[config.mk]
export PLATFORM = sky130hd
export DESIGN_NAME = conv_row_engine
export DESIGN_NICKNAME = d
export VERILOG_FILES = /design/src/rtl/conv_pkg.sv /design/src/rtl/conv_mac_lane.sv /design/src/rtl/conv_row_engine.sv
export SDC_FILE = /design/constraint.sdc
export NUM_CORES = 2
export LEC_CHECK = 0
export BUFFER_PORTS_ARGS = -buffer_cell sky130_fd_sc_hd__buf_2
export CAP_MARGIN = 0
export CORE_MARGIN = 3
export CORE_UTILIZATION = 45
export DETAILED_ROUTE_END_ITERATION = 10
export GPL_TIMING_DRIVEN = 0
export PLACE_DENSITY = 0.65
export SYNTH_ARGS = -nofsm -noshare
export SYNTH_HDL_FRONTEND = slang
export SYNTH_SLANG_ARGS = --single-unit
[constraint.sdc]
create_clock -name clk -period 7.66 [get_ports clk]
set_input_delay 1.532 -clock clk [delete_from_list [all_inputs] [get_ports clk]]
set_output_delay 1.532 -clock clk [all_outputs]
set_load 0.02 [all_outputs]
[src/rtl/conv_pkg.sv]
// Shared types and constant helpers for the convolution row engine.
package conv_pkg;

   typedef enum logic [1:0] {
      IDLE = 2'd0,
      MAC  = 2'd1,
      DONE = 2'd2
   } state_t;

   // Sized so that the worst case of every tap at full magnitude plus bias cannot overflow
   function automatic int acc_width(input int data_width, input int taps);
      return 2 * data_width + $clog2(taps) + 1;
   endfunction

   function automatic longint sat_max(input int data_width);
      return (longint'(1) <<< (data_width - 1)) - 1;
   endfunction

   function automatic longint sat_min(input int data_width);
      return -(longint'(1) <<< (data_width - 1));
   endfunction

endpackage

[src/rtl/conv_mac_lane.sv]
// One output pixel: bias-seeded accumulator with a registered product, then shift and saturate.
// Optional ReLU clamp when CONV_RELU_EN is defined.
module conv_mac_lane
   import conv_pkg::*;
#(
   parameter int DATA_WIDTH = 8,
   parameter int ACC_W      = 21,
   parameter int FRAC_BITS  = 0
)
(
   input  logic                         clk,
   input  logic                         reset,
   input  logic                         load,
   input  logic                         step,
   input  logic                         finish,
   input  logic signed [DATA_WIDTH-1:0] bias,
   input  logic signed [DATA_WIDTH-1:0] pixel,
   input  logic signed [DATA_WIDTH-1:0] weight,
   output logic signed [DATA_WIDTH-1:0] result
);

   localparam logic signed [ACC_W-1:0] SAT_HI = ACC_W'(sat_max(DATA_WIDTH));
   localparam logic signed [ACC_W-1:0] SAT_LO = ACC_W'(sat_min(DATA_WIDTH));

   logic signed [2*DATA_WIDTH-1:0] mul;
   logic signed [ACC_W-1:0]        acc;
   logic signed [ACC_W-1:0]        prod;
   logic signed [ACC_W-1:0]        sum;
   logic signed [ACC_W-1:0]        shifted;
   logic signed [DATA_WIDTH-1:0]   sat_val;
   logic signed [DATA_WIDTH-1:0]   out_val;

   // The product is consumed one cycle after it is formed, so the last tap lands on the finish cycle
   always_comb begin
      mul     = pixel * weight;
      sum     = acc + prod;
      shifted = sum >>> FRAC_BITS;
      if (shifted > SAT_HI) begin
         sat_val = SAT_HI[DATA_WIDTH-1:0];
      end else if (shifted < SAT_LO) begin
         sat_val = SAT_LO[DATA_WIDTH-1:0];
      end else begin
         sat_val = shifted[DATA_WIDTH-1:0];
      end
`ifdef CONV_RELU_EN
      out_val = sat_val[DATA_WIDTH-1] ? '0 : sat_val;
`else
      out_val = sat_val;
`endif
   end

   always_ff @(posedge clk) begin
      if (reset) begin
         acc    <= '0;
         prod   <= '0;
         result <= '0;
      end else begin
         if (load) begin
            acc  <= {{(ACC_W-DATA_WIDTH){bias[DATA_WIDTH-1]}}, bias};
            prod <= '0;
         end else if (step) begin
            acc  <= sum;
            prod <= {{(ACC_W-2*DATA_WIDTH){mul[2*DATA_WIDTH-1]}}, mul};
         end
         if (finish) begin
            result <= out_val;
         end
      end
   end

endmodule

[src/rtl/conv_row_engine.sv]
// Computes one row of W convolution outputs, one filter tap per cycle across W parallel lanes.
// Define CONV_RELU_EN to clamp negative results to zero.
module conv_row_engine
   import conv_pkg::*;
#(
   parameter int DATA_WIDTH = 8,
   parameter int D          = 1,
   parameter int W          = 6,
   parameter int F          = 3,
   parameter int FRAC_BITS  = 0
)
(
   input  logic                            clk,
   input  logic                            reset,
   input  logic                            i_valid,
   output logic                            i_ready,
   input  logic [D*F*(W+F-1)*DATA_WIDTH-1:0] i_rows,
   input  logic [D*F*F*DATA_WIDTH-1:0]     i_filter,
   input  logic [DATA_WIDTH-1:0]           i_bias,
   output logic                            o_valid,
   input  logic                            o_ready,
   output logic [W*DATA_WIDTH-1:0]         o_data
);

   localparam int RW    = W + F - 1;
   localparam int DF    = D * F;
   localparam int T     = D * F * F;
   localparam int ACC_W = acc_width(DATA_WIDTH, T);
   localparam int TAP_W = $clog2(T + 1);
   localparam int ROW_W = (DF > 1) ? $clog2(DF) : 1;
   localparam int COL_W = (F > 1) ? $clog2(F) : 1;

   state_t                        state;
   state_t                        next_state;
   logic [DF*RW*DATA_WIDTH-1:0]   rows_q;
   logic [T*DATA_WIDTH-1:0]       filter_q;
   logic [TAP_W-1:0]              tap_q;
   logic [ROW_W-1:0]              row_q;
   logic [COL_W-1:0]              col_q;
   logic                          accept;
   logic                          step;
   logic                          finish;
   logic [RW*DATA_WIDTH-1:0]      cur_row;
   logic signed [DATA_WIDTH-1:0]  cur_wt;
   logic signed [DATA_WIDTH-1:0]  lane_pix [W];

   // MAC runs T tap cycles plus one finish cycle that drains the last registered product
   always_comb begin
      next_state = state;
      i_ready    = (state == IDLE) || ((state == DONE) && o_ready);
      o_valid    = (state == DONE);
      accept     = i_valid && i_ready;
      step       = (state == MAC) && (tap_q < TAP_W'(T));
      finish     = (state == MAC) && (tap_q == TAP_W'(T));
      case (state)
         IDLE:    if (accept) next_state = MAC;
         MAC:     if (finish) next_state = DONE;
         DONE:    if (o_ready) next_state = accept ? MAC : IDLE;
         default: next_state = IDLE;
      endcase
   end

   always_ff @(posedge clk) begin
      if (reset) begin
         state    <= IDLE;
         rows_q   <= '0;
         filter_q <= '0;
         tap_q    <= '0;
         row_q    <= '0;
         col_q    <= '0;
      end else begin
         state <= next_state;
         if (accept) begin
            rows_q   <= i_rows;
            filter_q <= i_filter;
            tap_q    <= '0;
            row_q    <= '0;
            col_q    <= '0;
         end else if (step) begin
            tap_q <= tap_q + TAP_W'(1);
            if (col_q == COL_W'(F - 1)) begin
               col_q <= '0;
               row_q <= row_q + ROW_W'(1);
            end else begin
               col_q <= col_q + COL_W'(1);
            end
         end
      end
   end

   // Row index walks channel then row; lane n reads pixel n+col of the selected row
   always_comb begin
      cur_row = '0;
      for (int j = 0; j < DF; j++) begin
         if (row_q == ROW_W'(j)) cur_row = rows_q[(DF-1-j)*RW*DATA_WIDTH +: RW*DATA_WIDTH];
      end
      cur_wt = '0;
      for (int k = 0; k < T; k++) begin
         if (tap_q == TAP_W'(k)) cur_wt = filter_q[(T-1-k)*DATA_WIDTH +: DATA_WIDTH];
      end
      for (int n = 0; n < W; n++) begin
         lane_pix[n] = '0;
         for (int c = 0; c < F; c++) begin
            if (col_q == COL_W'(c)) lane_pix[n] = cur_row[(RW-1-n-c)*DATA_WIDTH +: DATA_WIDTH];
         end
      end
   end

   for (genvar n = 0; n < W; n++) begin : g_lane
      conv_mac_lane #(
         .DATA_WIDTH (DATA_WIDTH),
         .ACC_W      (ACC_W),
         .FRAC_BITS  (FRAC_BITS)
      ) u_lane (
         .clk    (clk),
         .reset  (reset),
         .load   (accept),
         .step   (step),
         .finish (finish),
         .bias   (i_bias),
         .pixel  (lane_pix[n]),
         .weight (cur_wt),
         .result (o_data[(W-1-n)*DATA_WIDTH +: DATA_WIDTH])
      );
   end

endmodule

Word-level counts from Yosys, hierarchy flattened
Cells that the tools add are included.
{"block": "totals", "ff_bits": 544, "word_cells": 143}
{"block": "classes", "add_sub_neg": 9, "mul": 6, "magnitude_cmp": 13, "n_eq_ne": 18, "n_mux": 60, "n_reduce_logical": 13}
{"operator": "two-way mux 8 bit", "n": 39}
{"operator": "two-way mux 21 bit", "n": 12}
{"operator": "two-way mux 64 bit", "n": 3}
{"operator": "adder 21 x 16 -> 21 bit", "n": 6}
{"operator": "greater-than comparator 21 x 8 -> 1 bit, second input constant", "n": 6}
{"operator": "< comparator 21 x 8 -> 1 bit, second input constant", "n": 6}
{"operator": "multiplier 8 x 8 -> 16 bit", "n": 6}
{"operator": "equality test 4 x 3 -> 1 bit, second input constant", "n": 4}
{"operator": "equality test 4 x 2 -> 1 bit, second input constant", "n": 2}
{"operator": "equality test 4 bit, second input constant", "n": 2}
{"operator": "two-way mux 2 bit", "n": 4}
{"operator": "equality test 2 x 1 -> 1 bit, second input constant", "n": 3}
{"operator": "equality test 2 bit, second input constant", "n": 3}
{"operator": "zero test 2 bit", "n": 3}
{"operator": "case mux 2 bit (3 select lines)", "n": 1}
{"operator": "adder 2 x 1 -> 2 bit, second input constant", "n": 2}
{"operator": "adder 4 x 1 -> 4 bit, second input constant", "n": 1}
{"operator": "equality test 4 x 1 -> 1 bit, second input constant", "n": 1}
{"operator": "logical AND 1 bit", "n": 4}
{"operator": "zero test 4 bit", "n": 1}
{"operator": "< comparator 4 bit, second input constant", "n": 1}
{"operator": "inequality test 2 bit, second input constant", "n": 2}
{"operator": "AND reduction 3 bit", "n": 1}
{"operator": "inequality test 2 x 1 -> 1 bit, second input constant", "n": 1}
{"operator": "other kinds (5)", "n": 5}

Logic depth before layout (Yosys ltp)
{"block": "depth", "word_depth": 11, "ltp_mapped": 36, "ltp_nobuf": 32}

Hierarchy
Synthesis repeated with hierarchy kept, for this count alone.
{"block": "hier_totals", "hier_cells": 5617, "hier_area_um2": 45308.5}
{"module": "conv_row_engine", "instances": 1, "cells_per_inst": 1759, "area_each_um2": 12817.3, "seq_area_each_um2": 5485.3}
{"module": "conv_mac_lane (g_lane[0].u_lane ...)", "instances": 2, "cells_per_inst": 666, "area_each_um2": 5516.5, "seq_area_each_um2": 900.9}
{"module": "conv_mac_lane (g_lane[4].u_lane)", "instances": 1, "cells_per_inst": 653, "area_each_um2": 5492.8, "seq_area_each_um2": 900.9}
{"module": "conv_mac_lane (g_lane[5].u_lane)", "instances": 1, "cells_per_inst": 630, "area_each_um2": 5345.1, "seq_area_each_um2": 900.9}
{"module": "conv_mac_lane (g_lane[3].u_lane)", "instances": 1, "cells_per_inst": 625, "area_each_um2": 5343.9, "seq_area_each_um2": 900.9}
{"module": "conv_mac_lane (g_lane[2].u_lane)", "instances": 1, "cells_per_inst": 618, "area_each_um2": 5276.3, "seq_area_each_um2": 900.9}

Least setup slack after synthesis
Ideal clock, no wire load.
{"block": "synth_timing", "kind": "reg2reg", "from": "reg tap_q[2]", "to": "reg, netlist name g_lane[0].u_lane.prod[15]", "setup_time_ns": 0.086, "arrival_time_ns": 6.483, "slack_ns": 1.092, "stages_incl_launch_ff": 33, "path_buffers": 5, "path_cell_list": "dfxtp_1 clkbuf_1 nor2_1 buf_2 and2_1 clkbuf_1 a222oi_1 nor3_1 a221oi_1 a21oi_1 mux2_2 a21oi_1 buf_2 clkbuf_1 nor2_1 fa_1 inv_1 fa_1 inv_1 fa_1 inv_1 fa_1 inv_1 ha_1 inv_1 o21ai_0 a21oi_1 nand2b_1 a21boi_0 o31a_1 o41ai_1 xnor2_1 a211oi_1"}
{"block": "synth_between", "elab_chain_cells": 11}
{"item": "start: declaration", "line_no": "conv_row_engine.sv:37", "rtl": "logic [TAP_W-1:0] tap_q;"}
{"item": "start signal: assignment", "line_no": "conv_row_engine.sv:80", "rtl": "tap_q <= tap_q + TAP_W'(1);"}
{"item": "zero test 4 bit", "line_no": "conv_row_engine.sv:99", "rtl": "if (tap_q == TAP_W'(k)) cur_wt = filter_q[(T-1-k)*DATA_WIDTH +: DATA_WIDTH];"}
{"item": "two-way mux 8 bit (9 in series)", "line_no": "conv_row_engine.sv:99"}
{"item": "multiplier 8 x 8 -> 16 bit", "line_no": "conv_mac_lane.sv:35", "rtl": "mul = pixel * weight;"}
Several ways; a longest one is shown, not always the timed one.
A chain may end at the register's enable or synchronous reset.

Worst setup path after layout
{"block": "layout_timing", "from": "reg tap_q[0]", "to": "reg g_lane[0].u_lane.prod[14]"}
{"block": "layout_between", "elab_chain_cells": 11}
{"item": "zero test 4 bit", "line_no": "conv_row_engine.sv:99"}
{"item": "two-way mux 8 bit (9 in series)", "line_no": "conv_row_engine.sv:99"}
{"item": "multiplier 8 x 8 -> 16 bit", "line_no": "conv_mac_lane.sv:35"}
{"item": "end signal: assignment", "line_no": "conv_mac_lane.sv:63", "rtl": "prod <= {{(ACC_W-2*DATA_WIDTH){mul[2*DATA_WIDTH-1]}}, mul};"}
{"item": "end: declaration", "line_no": "conv_mac_lane.sv:27", "rtl": "logic signed [ACC_W-1:0] prod;"}
Several ways; a longest one is shown, not always the timed one.

==> run metrics <==
status complete, no violations; ys flop type dfxtp_1; Worst setup SP type register; average size of a mapped cell 7.75 µm²; M3 GR Usage 4.35%; Synth area leaders dfxtp_1 25%, fa_1 16%, nand2_1 8.8%; Die Wd 315 µm; min Tclk post-route 7.44 ns; first-pass GRT wire length 233000 µm; grt peak-use layer met2; routed len/inst 21.2 µm; Hold WC Path Type reg -> reg; Synth area leader dfxtp_1; CTS root buffer clkbuf_16; htree depth 2; core box area 94000 µm²; worst setup slack after placement -1.35 ns; I/O pins 326; library cells used by synthesis 89; latest clock arrival within the worst-skew pair 0.67 ns; via/cell ratio 5.59; post-synthesis sequential element count 544; GR Layer Usage met1 39.7%; syn nets 6465; overall power 8.44 mW; GR Layer Usage met2 50.3%; post-synth top area share 25.3%; Num CTS Buffers 61; worst hold margin 0.453 ns; Post-Syn Area 43000 µm²; DR vias 40500; Worst VDD drop 0.193 mV; Pwr Density 172 nW/µm²; initial antenna violation count 1; clock-pin slew on the worst setup and hold paths 0.07 ns; max_cap viols 0; fin area 49000 µm²; Post-Synthesis Cells 5551; Seq/Total Area, Yosys 25.3%; maximum clock path buffer count 3; EDFF count, synth 0; Setup Skew 0.0256 ns; critical path's slowest cell fa_1; nets@finish 6858; crit share post-route 97.2%; # clock sinks 544; Synth warnings 0; Worst Tran Pin Value 1.46 ns; post-DP HPWL 124000 µm; Layout area overhead 13.8%; cts hold-fix bufs 0; instance area at placement 46200 µm²; CP peak stage delay 0.55 ns; CTS tree built; First DRT Iteration DRCs 3346; ys async rst share 0%; DRT antenna net count 0; Hold Fails Final Rpt 0; RSZ-0062 raised after global routing true; Starting Density 45.7%; gr usage total 30.5%; vias in the first global route 39300; Static Leakage 21.6 nW; Pre-antenna DRT Iters 8; CP endpoint kind register; pins over their slew limit 0; DRC viols 0; Remaining Overflow, GRT 0; Critical Path AT 8.05 ns; Crit path required time 8.26 ns; largest net degree at the start of global routing 17; routability cong. 0.988; FP Rows 112; Max Clock Freq 0.134 GHz; die height 315 µm; WL final 154000 µm; CP Max Fanout 10; Slew HR 2.90%; final setup fails 0; WS Path Type reg -> reg; die area 99300 µm²; setup_tns 0 ns; worst setup margin 0.218 ns; IO buf count 325; layout cells sized above 1 10.6%; Worst R2R Setup Slack 0.22 ns
flip-flops by register name, summed over array words and instances (netlist names):
register              cells
rows_q                  192
g_lane.u_lane.acc       126
g_lane.u_lane.prod       96
filter_q                 72
g_lane.u_lane.result     48
tap_q                     4
col_q                     2
row_q                     2
state                     2
synthesized netlist by cell type (22+ instances only):
| cell | number |
|---|---|
| a211oi_1 | 69 |
| a21o_1 | 52 |
| a21oi_1 | 621 |
| a221oi_1 | 79 |
| a31oi_1 | 56 |
| and2_1 | 40 |
| buf_1 | 24 |
| clkbuf_1 | 269 |
| dfxtp_1 | 544 |
| fa_1 | 337 |
| ha_1 | 301 |
| inv_1 | 536 |
| nand2_1 | 1011 |
| nand2b_1 | 73 |
| nand3_1 | 61 |
| nor2_1 | 627 |
| nor2b_1 | 58 |
| nor3_1 | 51 |
| o211ai_1 | 22 |
| o21a_1 | 33 |
| o21ai_0 | 140 |
| o21bai_1 | 33 |
| or2_2 | 34 |
| or3_1 | 24 |
| xnor2_1 | 141 |
| xor2_1 | 47 |
per-layer routing:
metal,share of wire (%),routed length [µm],vias to the layer above
li1,-,-,19200
met1,42,64200,19400
met2,46,70200,1574
met3,7.3,11200,347
met4,5.3,8230,2
met5,0.0071,11,-
cells by family after synthesis:
group / count (synthesis) / synth area share [%]
buf+inv: 839 / 7.39
compound gates: 1236 / 17.8
simple gates: 2088 / 20.8
mux: 18 / 0.428
fa+ha+maj: 638 / 24.4
flops: 544 / 25.3
xor+xnor: 188 / 3.83
repair_timing:
action,4_1_cts,5_1_grt
hold endpoints to repair,0,0
resized for setup,100,103
pin swaps,4,12
gates cloned,0,0
setup endpoints to repair,48,27
buffers inserted,7,3
layout make-up:
type / count / area (µm²)
antenna: 3 / 7.51
buffer: 298 / 1330
clock buffer: 87 / 1800
clock inverter: 29 / 303
fill: 9228 / 45100
inverter: 536 / 2020
multi-input combinational: 4168 / 29300
sequential: 544 / 10900
tap: 1254 / 1570
timing repair buffer: 335 / 1730
worst paths after layout:
check | endpoint | from | cells past startpoint
hold reg to reg | rows_q[36] | rows_q[36] | 2
setup / recovery | g_lane[0].u_lane.prod[14] | tap_q[0] | 30
hold / removal | rows_q[36] | rows_q[36] | 2
setup reg to reg | g_lane[0].u_lane.prod[14] | tap_q[0] | 30
critical path, delay by kind of cell (launching register included):
kind,cells,cell delay [ns]
simple gates,6,1.02
fa+ha+maj,6,2.68
compound gates,11,2.35
buf+inv,7,0.89
flops,1,0.42
report_power, final:
| group | internal (mW) | switching (mW) |
|---|---|---|
| Clock | 1.78 | 1.33 |
| Combinational | 0.755 | 1.46 |
| Sequential | 2.99 | 0.115 |
| Total | 5.53 | 2.91 |
per-stage QoR:
step	util [%]	instances
3_3_place_gp	49.1	7130
4_1_cts	51.7	7251
3_5_place_dp	49.1	7130
5_1_grt	52.1	7251
2_1_floorplan	-	5551
6_report	52.1	7254
cell usage in the layout, fill, tap and decap left out, types with 22 or more instances in the layout:
cell type and instances:
nand2_1 1011, nor2_1 626, a21oi_1 590, dfxtp_1 541, inv_1 535, fa_1 337
buf_2 329, ha_1 299, clkbuf_1 228, xnor2_1 140, o21ai_0 133, a221oi_1 75
nand2b_1 73, a211oi_1 69, nand3_1 61, clkbuf_16 61, nor2b_1 58, a31oi_1 51
nor3_1 50, a21o_1 48, xor2_1 47, and2_1 38, or2_2 34, o21bai_1 33
o21a_1 32, clkbuf_2 30, or3_1 24, clkbuf_8 23, o211ai_1 22
Note: power is estimated with default switching activity, not from simulation.
